$ cat src/rtl/fp32_to_sfrac32.sv
// Three-stage IEEE-754 single to signed Q1.31 converter with valid/ready flow control.
// Truncates toward zero, flushes denormals, clamps |x| >= 1.0 and Inf, zeroes NaN.
module fp32_to_sfrac32 (
    input  logic        clk,
    input  logic        rst,
    input  logic        in_valid,
    output logic        in_ready,
    input  logic [31:0] in_data,
    output logic        out_valid,
    input  logic        out_ready,
    output logic [31:0] out_data,
    output logic        out_sat,
    output logic        out_nan
);
    localparam int unsigned W  = 32;
    localparam int unsigned EW = 8;
    localparam int unsigned FW = 23;
    localparam int unsigned MW = 24;
    localparam int unsigned AW = 31;

    logic en;
    assign en       = !out_valid || out_ready;
    assign in_ready = en;

    // Stage 1: unpack and classify
    logic [EW-1:0] c_exp;
    logic [FW-1:0] c_mant;
    logic          c_nan, c_clamp, c_neg_one, c_left;
    logic [2:0]    c_lsh;
    logic [4:0]    c_rsh;
    logic [EW-1:0] c_rdist;
    logic [MW-1:0] c_m;

    always_comb begin
        c_exp     = in_data[30:23];
        c_mant    = in_data[22:0];
        c_nan     = (c_exp == 8'hFF) && (c_mant != '0);
        c_clamp   = !c_nan && (c_exp >= 8'd127);
        c_neg_one = (in_data == 32'hBF80_0000);
        c_left    = (c_exp >= 8'd119);
        c_lsh     = 3'(c_exp - 8'd119);
        c_rdist   = 8'd119 - c_exp;
        c_rsh     = (c_rdist >= 8'd24) ? 5'd24 : 5'(c_rdist);
        c_m       = (c_exp == '0) ? '0 : {1'b1, c_mant};
    end

    logic          v1, s1_sign, s1_nan, s1_clamp, s1_sat, s1_left;
    logic [2:0]    s1_lsh;
    logic [4:0]    s1_rsh;
    logic [MW-1:0] s1_m;

    // Stage 2: align the significand into a 31-bit magnitude
    logic [AW-1:0] c_mag;
    always_comb begin
        c_mag = '0;
        if (s1_left) c_mag = AW'(s1_m) << s1_lsh;
        else         c_mag = AW'(s1_m) >> s1_rsh;
    end

    logic          v2, s2_sign, s2_nan, s2_clamp, s2_sat;
    logic [AW-1:0] s2_mag;

    // Stage 3: apply sign, saturation and NaN handling
    logic [W-1:0] c_res;
    logic [W-1:0] c_umag;
    always_comb begin
        c_umag = W'({1'b0, s2_mag});
        c_res  = s2_sign ? (W'(0) - c_umag) : c_umag;
        if (s2_nan)        c_res = '0;
        else if (s2_clamp) c_res = s2_sign ? 32'h8000_0000 : 32'h7FFF_FFFF;
    end

    // Valid bits and output registers are reset; payload registers just follow en.
    always_ff @(posedge clk) begin
        if (rst) begin
            v1        <= 1'b0;
            v2        <= 1'b0;
            out_valid <= 1'b0;
            out_data  <= '0;
            out_sat   <= 1'b0;
            out_nan   <= 1'b0;
        end else if (en) begin
            v1        <= in_valid;
            v2        <= v1;
            out_valid <= v2;
            out_data  <= v2 ? c_res : '0;
            out_sat   <= v2 && !s2_nan && s2_clamp && s2_sat;
            out_nan   <= v2 && s2_nan;
        end
    end

    always_ff @(posedge clk) begin
        if (en) begin
            s1_sign  <= in_data[31];
            s1_nan   <= c_nan;
            s1_clamp <= c_clamp;
            s1_sat   <= c_clamp && !c_neg_one;
            s1_left  <= c_left;
            s1_lsh   <= c_lsh;
            s1_rsh   <= c_rsh;
            s1_m     <= c_m;
            s2_sign  <= s1_sign;
            s2_nan   <= s1_nan;
            s2_clamp <= s1_clamp;
            s2_sat   <= s1_sat;
            s2_mag   <= c_mag;
        end
    end
endmodule

$ cat config.mk
export PLATFORM = sky130hd
export DESIGN_NAME = fp32_to_sfrac32
export DESIGN_NICKNAME = d
export VERILOG_FILES = /design/src/rtl/fp32_to_sfrac32.sv
export SDC_FILE = /design/constraint.sdc
export NUM_CORES = 1
export LEC_CHECK = 0
export ABC_AREA = 0
export BUFFER_PORTS_ARGS = -buffer_cell sky130_fd_sc_hd__buf_4
export CAP_MARGIN = 10
export CORE_UTILIZATION = 60
export CTS_CLUSTER_DIAMETER = 200
export DETAILED_ROUTE_END_ITERATION = 16
export PLACE_DENSITY = 0.89
export SKIP_CTS_REPAIR_TIMING = 1
export SLEW_MARGIN = 20
export SYNTH_ARGS = -nofsm -noshare
export SYNTH_HDL_FRONTEND = slang
export SYNTH_SLANG_ARGS = --single-unit
$ cat constraint.sdc
create_clock -name clk -period 3.9 [get_ports clk]
set_input_delay 0.39 -clock clk [delete_from_list [all_inputs] [get_ports clk]]
set_output_delay 0.39 -clock clk [all_outputs]
set_load 0.1 [all_outputs]
After elaboration in Yosys (flattened, before gate mapping)
Cells that the tools add are included.

Shift operators: 2. Magnitude comparators: 3. Reduce and logical (&&, ||, !) cells: 14. Multiplexer cells: 7. Add/subtract/negate cells: 3. Equality and inequality tests: 2.

Operators with widths (number): 2-to-1 mux 32 bit (5); == test 32 bit (second input constant) (1); subtractor 1 x 31 -> 32 bit (first input constant) (1); 2-to-1 mux 31 bit (1); << shifter 24 x 3 -> 31 bit (1); right shift 24 x 5 -> 31 bit (1); 2-to-1 mux 24 bit (1); nonzero test 23 bit (1); greater-or-equal comparator 8 x 7 -> 1 bit (second input constant) (2); == test 8 bit (second input constant) (1); greater-or-equal comparator 8 x 5 -> 1 bit (second input constant) (1); logical NOT 8 bit (1); subtractor 7 x 8 -> 8 bit (first input constant) (1); logical AND 1 bit (7); logical NOT 1 bit (4); subtractor 3 bit (second input constant) (1); logical OR 1 bit (1).

Logic and storage cells: 51. Register bits after elaboration: 109.

Longest topological paths before layout
Depth in word-level cells: 5. Depth in mapped cells: 8. Gate-level depth less buffers: 7.

Least setup slack after synthesis
Ideal clock, no wire load.

Path type: register to register. Start: register out_valid. End: register out_nan. Arrival time: 3.560 ns. Cell stages (with the launch flop): 6. Setup time: 0.134 ns. Period minus slack after synthesis: 3.694 ns. Path slack: 0.206 ns. Buffers on the path: 1. Path through: dfxtp_1 > nor2b_1 > clkbuf_1 > inv_1 > mux2i_1 > nor3_1.

Word-level cells in the longest chain between the ends: 2.

Ends and longest elaborated chain: start, declared (RTL line 9) `output logic out_valid,`; start signal, assigned (RTL line 85) `out_valid <= v2;`; logical NOT 1 bit (RTL line 22) `assign en = !out_valid || out_ready;`; logical OR 1 bit (RTL line 22); net in_ready (RTL line 7) `output logic in_ready,`; end signal, assigned (RTL line 88) `out_nan <= v2 && s2_nan;`; end, declared (RTL line 13) `output logic out_nan`.

The timed path passes the listed nets, and every way through them passes these cells. A chain may end at the register's enable or synchronous reset.

Worst setup path after layout
Start: register s2_mag[14]. End: register out_data[23].

Word-level cells in the longest chain between the ends: 5.

Ends and longest elaborated chain: start, declared (RTL line 61) `logic [AW-1:0] s2_mag;`; start signal, assigned (RTL line 106) `s2_mag <= c_mag;`; subtractor 1 x 31 -> 32 bit (RTL line 68) `c_res = s2_sign ? (W'(0) - c_umag) : c_umag;`; 2-to-1 mux 32 bit (RTL line 68); 2-to-1 mux 32 bit (RTL line 70) `else if (s2_clamp) c_res = s2_sign ? 32'h8000_0000 : 32'h7FFF_FFFF;`; 2-to-1 mux 32 bit (RTL line 69) `if (s2_nan) c_res = '0;`; 2-to-1 mux 32 bit (RTL line 86) `out_data <= v2 ? c_res : '0;`; end signal, assigned (RTL line 86); end, declared (RTL line 11) `output logic [31:0] out_data,`.

No other way between the ends.

==> impl_metrics.toml <==
[yosys]
synth_flop_cell = "edfxtp_1"
synthArstFlopShare_pct = 0
synth_fa_ha_area_share_pct = 1.06
yosys_warnings = 0
netlist.area_leader.share_pct = 30.6
ys_ff_latch = 109
syn_area_per_cell_um2 = 9.88
synth_top_family_by_area = "simple AND/OR/NAND/NOR gates"
synth_area_leaders = "edfxtp_1 (31%), dfxtp_1 (10%), mux2i_1 (9.5%)"
synth-simple-area-share_pct = 17.7
synth_compound_area_share_pct = 16.4
synthesis.nets = 757
muxShareOfSynthArea_pct = 17.6
synthCells = 715
synth-xor-area-share_pct = 2.11
netlist_area_mm2 = 0.00707
synth_common_cells = "edfxtp_1 (72), nand2_1 (72), mux2i_1 (67), nor2_1 (45), o21ai_0 (45)"
seq_area_frac_synth_pct = 41.1
ys_types = 70
synth_edf_count = 72
synth.largest_area_cell = "edfxtp_1"

[global_route]
grtUsageTotal_pct = 28.1
grt_pass1_vias = 5555
antenna_found_initial = 0
grt_max_degree = 49
grt_pass1_wl_um = 27800
grt-ovfl-total = 0

[sta]
worstMarginPinSlew_ns = 1.06
fmax_mhz = 367
min_period_ns = 2.72
finalCritPeriodShare_pct = 69.8
rsz0062_at_grt = "no"
finalSetupViolCount = 0
fin_setup_tns_ns = 0
slew_viol_final = 0
fin_skew_ns = 0.0133
slew_headroom_pct = 29.7
hold_viol = 0

[worst_setup_path]
arrival_ns = 2.98
reg2reg_slack_ns = 1.18
cp-end-kind = "register"
ff2ff_path_depth = 5
critPathRequiredTime_ns = 4.16
r2r-end = "out_data[23]"
path_max_fanout = 11
crit_type = "reg -> reg"
startpoint_type = "register"
reg2reg_from = "s2_mag[14]"

[hold_path]
hold_end = "s1_sign"
hold_path.startpoint = "in_data[31]"
hold_class = "in -> reg"
worstHoldPathCells = 1

[detailed_routing]
vias = 5801
vias_per_cell = 6.42
antenna_left = 0
drt_first_pass_iters = 5
wl_um = 16900
drtIter0Drc = 592
drc = 0
wl_per_cell_um = 18.7

[power_and_ir_drop]
pwr-share-comb_pct = 23.6
vdd_drop_max_mv = 0.379
p_sw_share_pct = 32.5
leakage_uw = 0.00300
power_density_mw_per_mm2 = 386
switchingPower_uw = 995
p_clk_share_pct = 29.7
power.total_uw = 3060
seqPwrFrac_pct = 46.8
p_int_uw = 2070

[clock_tree]
tritoncts = "built"
htreeDepth = 3
clk_path_buf_depth = 2
cts.sinks = 109
clkTransAtPathRegs_ns = 0.08
cts_made_buffers = 9
clk_latency_ns = 0.37
root_buffer = "clkbuf_16"

[floorplan]
fp.dieH_um = 111
rows = 39
die_x_um = 111
io_pins = 72
start_util_pct = 61.6
dieArea_mm2 = 0.0122
core_area_mm2 = 0.0115

[final_layout]
drive_gt1_share_pct = 20.5
ff_latch_area_mm2 = 0.00290
final_nets = 798
multi_input_area_mm2 = 0.00389
fin_cells = 904
fillerInstances = 842
area_growth_syn_to_layout_pct = 12.4
finish.utilization_pct = 69.3
n_antenna_cell = 0

[outcome]
status = "finished, final reports clean"

[flow_run]
maxCapViolations = 0

[place]
io_buffer_count = 71
routabilityCongestion = 0.924
hpwl_um = 12600
dp.cells = 888
layout by cell type (no fill, tap or decap), types with 6 or more instances in the layout:
| cell type | instances |
|---|---|
| or3_1 | 7 |
| a21oi_1 | 41 |
| clkbuf_16 | 9 |
| buf_4 | 84 |
| inv_1 | 9 |
| nand2b_1 | 10 |
| nor2b_1 | 7 |
| o22ai_1 | 9 |
| mux2i_1 | 67 |
| and2_1 | 28 |
| mux2_2 | 25 |
| o21ai_0 | 45 |
| ha_1 | 6 |
| xnor2_1 | 13 |
| mux4_2 | 13 |
| nor4_1 | 10 |
| a211oi_1 | 9 |
| nor2_1 | 45 |
| nand3_1 | 12 |
| o31ai_1 | 12 |
| edfxtp_1 | 72 |
| nor3_1 | 10 |
| nand2_1 | 72 |
| dfxtp_1 | 37 |
kinds of logic (layout without fill, tap and decap cells):
family / Yosys count / in the layout
AO/OA/AOI/OAI: 173 / 173
flip-flops: 109 / 109
AND/OR/NAND/NOR: 237 / 237
adder cells (fa/ha/maj): 6 / 6
buffers and inverters: 68 / 114
XOR/XNOR: 17 / 17
multiplexers: 105 / 105
critical path: stages (launching register included):
cell and delay (ns):
edfxtp_1 0.45, or4_4 0.60, nand4bb_1 0.60, o311ai_2 0.47, o41ai_1 0.15, a221oi_1 0.34
registers in the layout, indices dropped and copies added, names as in the netlist, 3 cells and up:
| name | count |
|---|---|
| s2_mag | 31 |
| s1_m | 24 |
| out_data | 32 |
| s1_rsh | 5 |
| s1_lsh | 3 |
stage by stage:
step | hold slack, ns | instance area (um^2) | worst slack (ns)
floorplan | 0.400 | 7070 | 0.206
global placement | 0.403 | 7650 | 1.39
detailed placement | 0.409 | 7650 | 1.26
CTS | 0.201 | 7940 | 1.25
global route | 0.205 | 7940 | 1.06
finish | 0.208 | 7940 | 1.18
per-layer routing:
| metal | wire (um) | vias up | part of all wire [%] | track usage (%) |
|---|---|---|---|---|
| met5 | 0 | - | 0 | 0 |
| met4 | 439 | 0 | 2.6 | 12.4 |
| met3 | 967 | 32 | 5.7 | 3.84 |
| met2 | 8140 | 275 | 48 | 47.2 |
| met1 | 7330 | 2718 | 43 | 36.2 |
| li1 | - | 2776 | - | - |
cell type report:
cell class                 instances  share of cell area [%]
clock buffer                       9                    2.84
sequential                       109                    36.5
clock inverter                     7                   0.803
multi-input combinational        538                    49.0
inverter                          14                   0.662
timing repair buffer              84                    7.94
tap                              143                    2.25
how the worst max path moves through the flow:
stage,end,from,cells past startpoint,slack [ns]
2_1_floorplan,out_nan,out_valid,5,0.21
3_3_place_gp,s2_mag[6],s1_rsh[2],5,1.39
3_5_place_dp,out_data[23],s2_mag[14],5,1.26
4_1_cts,out_data[23],s2_mag[14],5,1.25
5_1_grt,out_data[31],s2_mag[14],5,1.06
6_report,out_data[23],s2_mag[14],5,1.18
power by group through the flow:
stage	clock, uW	combinational [uW]	sequential [uW]
4_1_cts	920	713	1430
5_1_grt	951	775	1440
6_report	909	722	1430
2_1_floorplan	0	496	1480
3_3_place_gp	0	690	1450
3_5_place_dp	0	708	1450
Note: power is estimated with default switching activity, not from simulation.
